--- src/rtl/instr_sequencer.sv ---
// Central control sequencer: explicit fetch -> dispatch -> execute loop with
// one-hot start pulses, bus-owner publication and illegal/stray/timeout detection.
module instr_sequencer #(
  parameter int unsigned TIMEOUT = 64,
  parameter int unsigned ADDR_W  = 16
) (
  input  logic              clk,
  input  logic              reset,
  input  logic              run,
  input  logic [ADDR_W-1:0] halt_addr,
  input  logic [ADDR_W-1:0] pc_value,
  input  logic              fetch_done,
  input  logic [3:0]        opcode,
  input  logic [5:0]        exec_done,
  output logic              start_fetch,
  output logic [5:0]        start_exec,
  output logic [2:0]        owner,
  output logic              busy,
  output logic              halted,
  output logic              error,
  output logic [1:0]        err_code
);

  localparam int unsigned TW = $clog2(TIMEOUT);
  localparam logic [TW-1:0] TLIMIT = TW'(TIMEOUT - 1);

  localparam logic [2:0] S_IDLE        = 3'd0;
  localparam logic [2:0] S_FETCH_START = 3'd1;
  localparam logic [2:0] S_FETCH_WAIT  = 3'd2;
  localparam logic [2:0] S_DISPATCH    = 3'd3;
  localparam logic [2:0] S_EXEC_WAIT   = 3'd4;
  localparam logic [2:0] S_HALT        = 3'd5;
  localparam logic [2:0] S_ERROR       = 3'd6;

  logic [2:0]    state_q, state_d;
  logic [TW-1:0] timer_q, timer_d;
  logic [3:0]    op_q, op_d;
  logic [2:0]    sel_q, sel_d;
  logic [1:0]    err_q, err_d;

  logic          dec_legal;
  logic [2:0]    dec_sel;
  logic [5:0]    dec_oh;
  logic [5:0]    sel_oh;
  logic [TW-1:0] timer_inc;
  logic          at_halt;

  always_comb begin
    dec_legal = 1'b1;
    dec_sel   = 3'd0;
    case (op_q)
      4'h0:                         dec_sel = 3'd0;
      4'h1:                         dec_sel = 3'd1;
      4'h2, 4'h3, 4'h4, 4'h5:       dec_sel = 3'd2;
      4'h6, 4'h7, 4'h8, 4'h9:       dec_sel = 3'd3;
      4'hA:                         dec_sel = 3'd4;
      4'hB:                         dec_sel = 3'd5;
      default:                      dec_legal = 1'b0;
    endcase
  end

  assign dec_oh    = 6'b000001 << dec_sel;
  assign sel_oh    = 6'b000001 << sel_q;
  assign timer_inc = (timer_q == TLIMIT) ? timer_q : timer_q + 1'b1;
  assign at_halt   = (pc_value == halt_addr);

  always_comb begin
    state_d = state_q;
    timer_d = timer_q;
    op_d    = op_q;
    sel_d   = sel_q;
    err_d   = err_q;
    case (state_q)
      S_IDLE: begin
        if (run) state_d = at_halt ? S_HALT : S_FETCH_START;
      end
      S_FETCH_START: begin
        timer_d = '0;
        state_d = S_FETCH_WAIT;
      end
      S_FETCH_WAIT: begin
        // a done arriving on the last permitted cycle still wins over timeout
        if (fetch_done) begin
          op_d    = opcode;
          state_d = S_DISPATCH;
        end else begin
          timer_d = timer_inc;
          if (timer_inc == TLIMIT) begin
            state_d = S_ERROR;
            err_d   = 2'd3;
          end
        end
      end
      S_DISPATCH: begin
        timer_d = '0;
        if (!dec_legal) begin
          state_d = S_ERROR;
          err_d   = 2'd1;
        end else begin
          sel_d   = dec_sel;
          state_d = S_EXEC_WAIT;
        end
      end
      S_EXEC_WAIT: begin
        if ((exec_done & ~sel_oh) != 6'b0) begin
          state_d = S_ERROR;
          err_d   = 2'd2;
        end else if ((exec_done & sel_oh) != 6'b0) begin
          if (!run)        state_d = S_IDLE;
          else if (at_halt) state_d = S_HALT;
          else             state_d = S_FETCH_START;
        end else begin
          timer_d = timer_inc;
          if (timer_inc == TLIMIT) begin
            state_d = S_ERROR;
            err_d   = 2'd3;
          end
        end
      end
      S_HALT: begin
        if (!run) state_d = S_IDLE;
      end
      S_ERROR: state_d = S_ERROR;
      default: state_d = S_IDLE;
    endcase
  end

  always_ff @(posedge clk or posedge reset) begin
    if (reset) begin
      state_q <= S_IDLE;
      timer_q <= '0;
      op_q    <= '0;
      sel_q   <= '0;
      err_q   <= '0;
    end else begin
      state_q <= state_d;
      timer_q <= timer_d;
      op_q    <= op_d;
      sel_q   <= sel_d;
      err_q   <= err_d;
    end
  end

  always_comb begin
    start_fetch = (state_q == S_FETCH_START);
    start_exec  = (state_q == S_DISPATCH && dec_legal) ? dec_oh : '0;
    case (state_q)
      S_FETCH_START, S_FETCH_WAIT: owner = 3'd1;
      S_DISPATCH:                  owner = 3'd2 + dec_sel;
      S_EXEC_WAIT:                 owner = 3'd2 + sel_q;
      default:                     owner = 3'd0;
    endcase
    busy     = (state_q != S_IDLE) && (state_q != S_HALT) && (state_q != S_ERROR);
    halted   = (state_q == S_HALT);
    error    = (state_q == S_ERROR);
    err_code = err_q;
  end

endmodule

--- config.mk ---
export PLATFORM = sky130hd
export DESIGN_NAME = instr_sequencer
export DESIGN_NICKNAME = d
export VERILOG_FILES = /design/src/rtl/instr_sequencer.sv
export SDC_FILE = /design/constraint.sdc
export NUM_CORES = 1
export LEC_CHECK = 0
export BUFFER_PORTS_ARGS = -buffer_cell sky130_fd_sc_hd__buf_2
export CORE_MARGIN = 1
export CORE_UTILIZATION = 45
export CTS_BUF_LIST = sky130_fd_sc_hd__clkbuf_8
export DETAILED_ROUTE_END_ITERATION = 16
export PLACE_DENSITY = 0.77
export SETUP_SLACK_MARGIN = 0.2
export SYNTH_ARGS = -nofsm -noshare
export SYNTH_HDL_FRONTEND = slang
export SYNTH_SLANG_ARGS = --single-unit
--- constraint.sdc ---
create_clock -name clk -period 3.1 [get_ports clk]
set_input_delay 0.62 -clock clk [delete_from_list [all_inputs] [get_ports clk]]
set_output_delay 0.62 -clock clk [all_outputs]
set_load 0.01 [all_outputs]
== After elaboration in Yosys (flattened, before gate mapping) ==
Index checks and enable logic that the tools add are counted.
Storage, ports and cells
  logic and storage cells: 87
  latch bits: 0
  output and inout bits: 15
  memories: 0
  input port bits: 46
  flip-flop bits (word level): 18
  memory bits (writable): 0
  bits in read-only memories: 0
Operators by class
  $mul: 0
  order comparisons: 0
  reductions and logical operators: 20
  shift-type cells: 2
  $add $sub $neg: 3
  multiplexer cells: 25
  bitwise operators: 3
  div/mod/pow operators: 0
  eq/ne operators: 29
Operator list (number)
  6-bit two-way mux: 5
  3-bit two-way mux: 8
  3-bit case mux with 7 select lines: 1
  6-bit case mux with 3 select lines: 1
  16-bit == test: 1
  4-bit by 3-bit == test with 1-bit output, second input constant: 4
  4-bit == test, second input constant: 4
  3-bit case mux with 5 select lines: 1
  6-bit bitwise AND: 2
  6-bit == test, second input constant: 2
  2-bit two-way mux: 6
  2-bit != test, second input constant: 6
  6-bit nonzero test: 2
  12-bit OR reduction: 1
  1-bit by 3-bit left shift with 6-bit output, first input constant: 2
  3-bit == test, second input constant: 3
  3-bit != test, second input constant: 3
  3-bit case mux with 3 select lines: 1
  3-bit nonzero test: 3
  4-bit by 2-bit == test with 1-bit output, second input constant: 2
  4-bit AND reduction: 2
  4-bit OR reduction: 2
  2-bit by 3-bit adder with 3-bit output, first input constant: 2
  6-bit by 1-bit adder with 6-bit output, second input constant: 1
  other kinds (11): 17

== Logic depth before layout (Yosys ltp) ==
Gate-level depths: netlist (run 1).
  word-level depth: 7
  depth in mapped cells: 7
  depth with buffers taken out: 6

== Least setup slack after synthesis (run 1) ==
OpenSTA, ideal clock, no wires.
  kind: reg2out
  from: register op_q[3]
  to: output port owner[0]
  data arrival time: 1542 ps
  cell stages (with the launch flop): 7
  path slack: 938 ps
  required time: 2480 ps
  cells stage by stage: dfrtp_1 clkbuf_1 inv_1 maj3_1 o21ai_0 o21ai_0 o21ai_0
On the way
  longest elaborated chain between the ends: 5
Ends and longest elaborated chain
  start: declaration: line 37  | logic [3:0] op_q, op_d;
  start signal: assignment: line 138  | op_q <= op_d;
  4-bit by 3-bit == test with 1-bit output (tied with other cells): line 51  | case (op_q)
  4-bit OR reduction: line 51
  3-bit case mux with 5 select lines (*): line 51
  2-bit by 3-bit adder with 3-bit output (*): line 149  | S_DISPATCH: owner = 3'd2 + dec_sel;
  3-bit case mux with 3 select lines (*): line 147  | case (state_q)
  end: declaration: line 17  | output logic [2:0] owner,
Mark *: on every way between the ends. The rest lies on a longest branch, timed or not.

== Worst setup path after layout (run 1) ==
  from: register state_q[0]
  to: output port start_exec[1]
On the way
  longest elaborated chain between the ends: 3
Ends and longest elaborated chain
  start: declaration: line 35  | logic [2:0] state_q, state_d;
  start signal: assignment: line 136  | state_q <= state_d;
  3-bit by 2-bit == test with 1-bit output: line 146  | start_exec = (state_q == S_DISPATCH && dec_legal) ? dec_oh : '0;
  1-bit logical AND: line 146
  6-bit two-way mux: line 146
  end: declaration: line 16  | output logic [5:0] start_exec,
Every way passes these cells.

==> summary.md, run 1 <==
| Metric | Value |
|---|---|
| Outcome | `finished clean` |
| Comb pwr share | `0.326` |
| Count leader, synth | `dfrtp_1` |
| GRT Util Overall | `0.210` |
| Clk_skew | `0.00514 ns` |
| First-pass iteration count of the detailed router | `4` |
| P_int | `534 µW` |
| H-tree levels | `1` |
| Die width | `63.1 µm` |
| Cell Pwr Density | `409 nW/µm²` |
| Power share of the sequential group | `0.442` |
| Net Sw Frac | `0.359` |
| Die Y | `63.1 µm` |
| Worst-skew pair later-pin latency | `0.26 ns` |
| R2R depth | `5` |
| Slew HR | `0.524` |
| FILL cells | `322` |
| Cells along the critical path | `nor2b_2 -> nand2_1 -> or4_1 -> nor2_1 -> buf_2` |
| Post-CTS sizing | `0` |
| Syn-to-layout area delta | `21.2%` |
| Via count | `1759` |
| Post-DP HPWL | `3150 µm` |
| Root buffer cell | `clkbuf_8` |
| Reg2Reg Setup Slack | `0.99 ns` |
| Post-placement cell count | `302` |
| Largest delay share family, worst path | `simple AND/OR/NAND/NOR gates` |
| Final hold viol count | `0` |
| Synthesized Nets | `253` |
| Cell Area, Synth | `1680 µm²` |
| Number of stages on the worst setup path | `5` |
| Port Buffers | `60` |
| Clk pin slew, worst setup/hold paths | `0.07 ns` |
| Boundary Pins | `61` |
| Syn avg cell area | `8.16 µm²` |
| Initial Util | `0.485` |
| Ys flop type | `dfrtp_1` |
| Period minus WS final | `2.70 ns` |
| Layout Utilization | `0.588` |
| Hold_buf cts | `0` |
| Final GP Congestion | `0.828` |
| Initial antenna violation count | `0` |
| Highest-delay cell along the critical path | `dfrtp_1` |
| Worst r2r src | `sel_q[0]$_DFFE_PP0P_` |
| Post-synth EDFFs | `0` |
| Buf/Inv on CP | `1` |
| First-pass GRT wire length | `6820 µm` |
| Vias in the first global route | `1580` |
| Count of different cell masters after synthesis | `63` |
| Synth warnings | `0` |
| Die ar. | `3990 µm²` |
| Nature of the critical path endpoint | `output port` |
| CTS tree | `built` |
| Final std cells w/o fill | `306` |
| Layout cells sized above 1 | `0.304` |
| Clock share of power | `0.233` |
| Crit path largest cell delay | `0.58 ns` |
| Layout Nets | `308` |
| Slew @ Worst Pin | `0.714 ns` |
| Fin Setup TNS | `0 ns` |
| Top cells by area, synth | `dfrtp_1 27%, xor2_1 6.2%, xnor2_1 4.2%, o21ai_0 3.9%, nor2_1 3.8%` |
| Critical path class | `flip-flop to output port` |
| Average wire per standard cell | `13.0 µm` |
| ANT cells | `0` |
| Max clock buf depth | `2` |
| Unrepaired setup endpoints after global routing | `false` |
| Post-synth top area cell | `dfrtp_1` |
| Antenna Nets Post-Route | `0` |
| Crit start category | `flip-flop` |
| DRT iter0 DRCs | `87` |
| Seq/Total Area, Yosys | `0.268` |
| Crit Reg-Reg Endpoint | `timer_q[0]$_DFFE_PP0P_` |
| WP data required | `2.48 ns` |
| Drt drc | `0` |
| Asr flop ratio synth | `1.00` |
| Worst-path fanout max | `14` |
| Slew Limit Fails | `0` |
| Max Cap Viol | `0` |
| HP Class | `input port to async pin` |
| VDD IR max | `0.379 mV` |
| Post-CTS Repair Setup Buffers | `0` |
| Largest net degree at the start of global routing | `19` |
| Vias per inst | `5.75` |
| Fin crit share | `0.871` |
| Total wire length | `3980 µm` |
| Synth Instances | `206` |
| Synth Register Bits | `18` |
| Lkg Pwr | `0.000931 µW` |
| NetSw | `299 µW` |
| Clk sinks | `18` |
| # setup viols final | `0` |
| Fmax | `0.370 GHz` |
| FP Rows | `21` |
| GRT Residual Overflow | `0` |
| Top cells by count, synth | `18 x dfrtp_1, 17 x nor2_1, 16 x nand2_1` |
| Worst EP arrival | `2.08 ns` |
| Synth top area share | `0.268` |
| Core Footprint | `3470 µm²` |
| Cts bufs inserted | `3` |
[per-layer routing]
layer / vias to the layer above / track usage / wire (µm)
li1: 865 / - / -
met1: 813 / 0.288 / 1870
met2: 77 / 0.349 / 1830
met3: 4 / 0.0236 / 239
met4: 0 / 0.0465 / 39
met5: - / 0 / 0
[how the worst max path moves through the flow]
| stage | from | to |
|---|---|---|
| after floorplan | op_q[3]$_DFFE_PP0P_ | owner[0] |
| after global placement | state_q[0]$_DFFE_PP0P_ | start_exec[0] |
| after detailed placement | state_q[0]$_DFFE_PP0P_ | start_exec[1] |
| after CTS | state_q[0]$_DFFE_PP0P_ | start_exec[1] |
| after global routing | state_q[0]$_DFFE_PP0P_ | start_exec[1] |
| final | state_q[0]$_DFFE_PP0P_ | start_exec[1] |
[power groups by stage]
| stage | clock network, µW | registers [µW] | logic (µW) |
|---|---|---|---|
| 5_1_grt | 207 | 379 | 308 |
| 4_1_cts | 199 | 364 | 273 |
| 6_report | 194 | 368 | 271 |
| 3_5_place_dp | 0 | 369 | 271 |
| 2_1_floorplan | 0 | 304 | 269 |
| 3_3_place_gp | 0 | 367 | 267 |
[cells in the final DEF, fill, tap and decap left out, drive strengths merged, types with 2 or more instances in the layout]
cell	netlist	routed
nor4	3	3
o211ai	2	2
a311oi	2	2
clkbuf	4	4
mux2i	4	4
nor3	10	10
nand2	16	16
o21ai	14	14
buf	7	61
nand2b	2	2
o31ai	2	2
inv	7	7
or2	2	2
nand4	2	2
xor2	12	12
mux2	4	4
or3b	2	2
a21oi	12	12
a211oi	2	2
a31oi	3	3
nor2	18	18
and2	4	4
o311a	2	2
dfrtp	18	18
and3	5	5
o22ai	2	2
nor2b	3	3
a221oi	2	2
o21a	2	2
xnor2	8	8
nand3	7	7
[logic make-up (layout without fill, tap and decap cells)]
logic type / after synthesis / in the layout / share of synthesized area
XOR/XNOR: 20 / 20 / 0.104
AO/OA/AOI/OAI: 59 / 59 / 0.257
buffers and inverters: 18 / 72 / 0.0551
adder cells (fa/ha/maj): 2 / 2 / 0.0134
flip-flops: 18 / 18 / 0.268
AND/OR/NAND/NOR: 81 / 81 / 0.249
multiplexers: 8 / 8 / 0.0528
[sequential cells by signal, summed over array words and instances, names as in the netlist]
signal    flops
err_code      2
op_q          4
sel_q         3
state_q       3
timer_q       6
[through the flow]
step	hold slack (ns)	cell area (µm²)	total power [µW]	setup slack, ns
6_report	0.466	2040	833	0.400
5_1_grt	0.527	2040	894	0.260
4_1_cts	0.492	2040	836	0.303
3_5_place_dp	0.515	1980	640	0.570
3_3_place_gp	0.485	1980	633	0.675
2_1_floorplan	0.514	1680	573	0.938
[final cells by class]
cell class	instances	area, µm²	share of cell area
multi-input combinational	170	1140	0.560
tap	46	57.6	0.0282
inverter	7	26.3	0.0129
timing repair buffer	61	308	0.151
clock buffer	4	55.1	0.0270
sequential	18	450	0.221
Power figures use the tool's default switching activity.
==> inputs of run 2 (changes only) <==
- BUFFER_PORTS_ARGS: -buffer_cell sky130_fd_sc_hd__buf_2 -> -buffer_cell sky130_fd_sc_hd__buf_4
==> summary.md, run 2 (synthesized netlist as in run 1, its figures left out) <==
| Metric | Value |
|---|---|
| Via count | `1758 (-0.057%)` |
| Post-place setup slack | `0.593 ns (+0.0229 ns)` |
| WP data required | `2.48 ns (about the same)` |
| Fin Setup TNS | `0 ns (unchanged)` |
| DRT iter0 DRCs | `83 (-4.6%)` |
| Period minus WS final | `2.72 ns (+0.0208 ns)` |
| Placed instance area | `2140 µm² (+8.0%)` |
| R2R depth | `5 (unchanged)` |
| Drt drc | `0 (unchanged)` |
| CTS tree | `built` |
| Layout cells sized above 1 | `0.307 (+0.00267)` |
| First-pass iteration count of the detailed router | `4 (unchanged)` |
| Max clock buf depth | `2 (unchanged)` |
| Unrepaired setup endpoints after global routing | `false` |
| H-tree levels | `1 (unchanged)` |
| Worst-skew pair later-pin latency | `0.26 ns (about the same)` |
| # setup viols final | `0 (unchanged)` |
| Fmax | `0.368 GHz (-0.76%)` |
| Cts bufs inserted | `3 (unchanged)` |
| Layout Utilization | `0.633 (+0.0455)` |
| Cells along the critical path | `nor2b_2 -> nand2_1 -> or4_1 -> nor2_1 -> buf_4` |
| Final hold viol count | `0 (unchanged)` |
| Largest net degree at the start of global routing | `19 (unchanged)` |
| Most frequent cells in the layout | `62 x buf_4, 18 x dfrtp_1, 17 x nor2_1` |
| Worst-path fanout max | `14 (unchanged)` |
| Crit path largest cell delay | `0.59 ns (about the same)` |
| Worst EP arrival | `2.10 ns (+0.02 ns)` |
| Initial Util | `0.485 (unchanged)` |
| Largest register FFs | `6 (unchanged)` |
| FP Rows | `21 (unchanged)` |
| Worst hold margin | `0.470 ns (+0.00430 ns)` |
| Post-DP HPWL | `3210 µm (+2.1%)` |
| Nature of the critical path endpoint | `output port` |
| Critical path class | `flip-flop to output port` |
| Lkg Pwr | `0.000978 µW (+5.0%)` |
| Area of the multi-input gates | `1140 µm² (unchanged)` |
| Slew @ Worst Pin | `0.705 ns (-0.00885 ns)` |
| Largest regs | `timer_q: 6 flops, op_q: 4 flops` |
| Core Footprint | `3470 µm² (unchanged)` |
| FF/Latch Area | `450 µm² (unchanged)` |
| Vias in the first global route | `1661 (+5.1%)` |
| Port Buffers | `60 (unchanged)` |
| Die width | `63.1 µm (unchanged)` |
| Post-route cell area | `2200 µm² (+7.7%)` |
| Highest-delay cell along the critical path | `dfrtp_1` |
| Clk sinks | `18 (unchanged)` |
| Slew HR | `0.530 (+0.00591)` |
| Commonest non-fill, non-tap cell in the layout | `buf_4` |
| Layout Nets | `309 (+0.32%)` |
| Average wire per standard cell | `13.4 µm (+3.4%)` |
| Reg with most FFs | `timer_q` |
| Syn-to-layout area delta | `30.6%` |
| FILL cells | `318 (-1.2%)` |
| Final GP Congestion | `0.830 (+0.25%)` |
| VDD IR max | `0.324 mV (-14%)` |
| Die ar. | `3990 µm² (unchanged)` |
| Die Y | `63.1 µm (unchanged)` |
| Initial antenna violation count | `0 (unchanged)` |
| Reg2Reg Setup Slack | `0.98 ns (about the same)` |
| Max Cap Viol | `0 (unchanged)` |
| GRT Util Overall | `0.218 (+0.00846)` |
| HP Class | `input port to async pin` |
| GRT Residual Overflow | `0 (unchanged)` |
| Antenna Nets Post-Route | `0 (unchanged)` |
| Final Worst Setup Slack | `0.379 ns (-0.0208 ns)` |
| Slew Limit Fails | `0 (unchanged)` |
| First-pass GRT wire length | `7070 µm (+3.6%)` |
| Cell Pwr Density | `390 nW/µm² (-4.5%)` |
| Boundary Pins | `61 (unchanged)` |
| ANT cells | `0 (unchanged)` |
| Total wire length | `4130 µm (+3.7%)` |
| Crit start category | `flip-flop` |
| Clk_skew | `0.00254 ns (-0.00260 ns)` |
| Fin crit share | `0.878 (+0.00670)` |
| Vias per inst | `5.73 (-0.38%)` |
| Root buffer cell | `clkbuf_8` |
| Clk pin slew, worst setup/hold paths | `0.07 ns (about the same)` |
| Outcome | `finished clean` |
-- run 2: cell types whose count changed in the layout (fill, tap and decap cells not counted) --
cell and delta:
buf_4 +61, buf_2 -60
-- run 2: path summary, 6_finish.rpt --
path | end | from
setup / recovery | start_exec[0] | state_q[0]$_DFFE_PP0P_
hold / removal | sel_q[1]$_DFFE_PP0P_ | reset
setup reg to reg | timer_q[0]$_DFFE_PP0P_ | state_q[2]$_DFFE_PP0P_
hold reg to reg | err_code[0]$_DFFE_PP0P_ | err_code[0]$_DFFE_PP0P_
max in group asynchronous | timer_q[5]$_DFFE_PP0P_ | reset
min in group clk | err_code[0]$_DFFE_PP0P_ | err_code[0]$_DFFE_PP0P_
-- run 2: timing repair --
| item | 4_1_cts | 5_1_grt |
|---|---|---|
| gates resized for setup | 0 | 1 |
| buffers inserted | 0 | 0 |
| hold buffers | 0 | 0 |
| setup endpoints to repair | 0 | 4 |
-- run 2: stage by stage --
step,cells,total power (µW)
after floorplan,206,573
after global placement,303,652
after detailed placement,303,661
after CTS,307,860
after global routing,307,924
final,307,857
-- run 2: layout make-up --
cell class / instances / share of cell area
well taps: 46 / 0.0262
repair buffers: 62 / 0.212
flip-flops and latches: 18 / 0.205
multi-input cells: 170 / 0.520
inverters: 7 / 0.0120
clock buffers: 4 / 0.0251
-- run 2: critical path: cells and delay by family (launching register included) --
kind / cells / cell delay, ns
flops: 1 / 0.59
simple gates: 4 / 1.12
buf+inv: 1 / 0.12
-- run 2: layer usage --
metal	vias to the layer above	share of wire	global-route usage
met5	-	0	0
met4	0	0.0085	0.0523
met3	5	0.063	0.0417
met2	82	0.48	0.374
met1	797	0.45	0.279
li1	874	-	-
-- run 2: power by group --
group          total, µW  switching (µW)  internal, µW
clock network        196            83.4           113
registers            369            90.8           278
logic                291             130           162
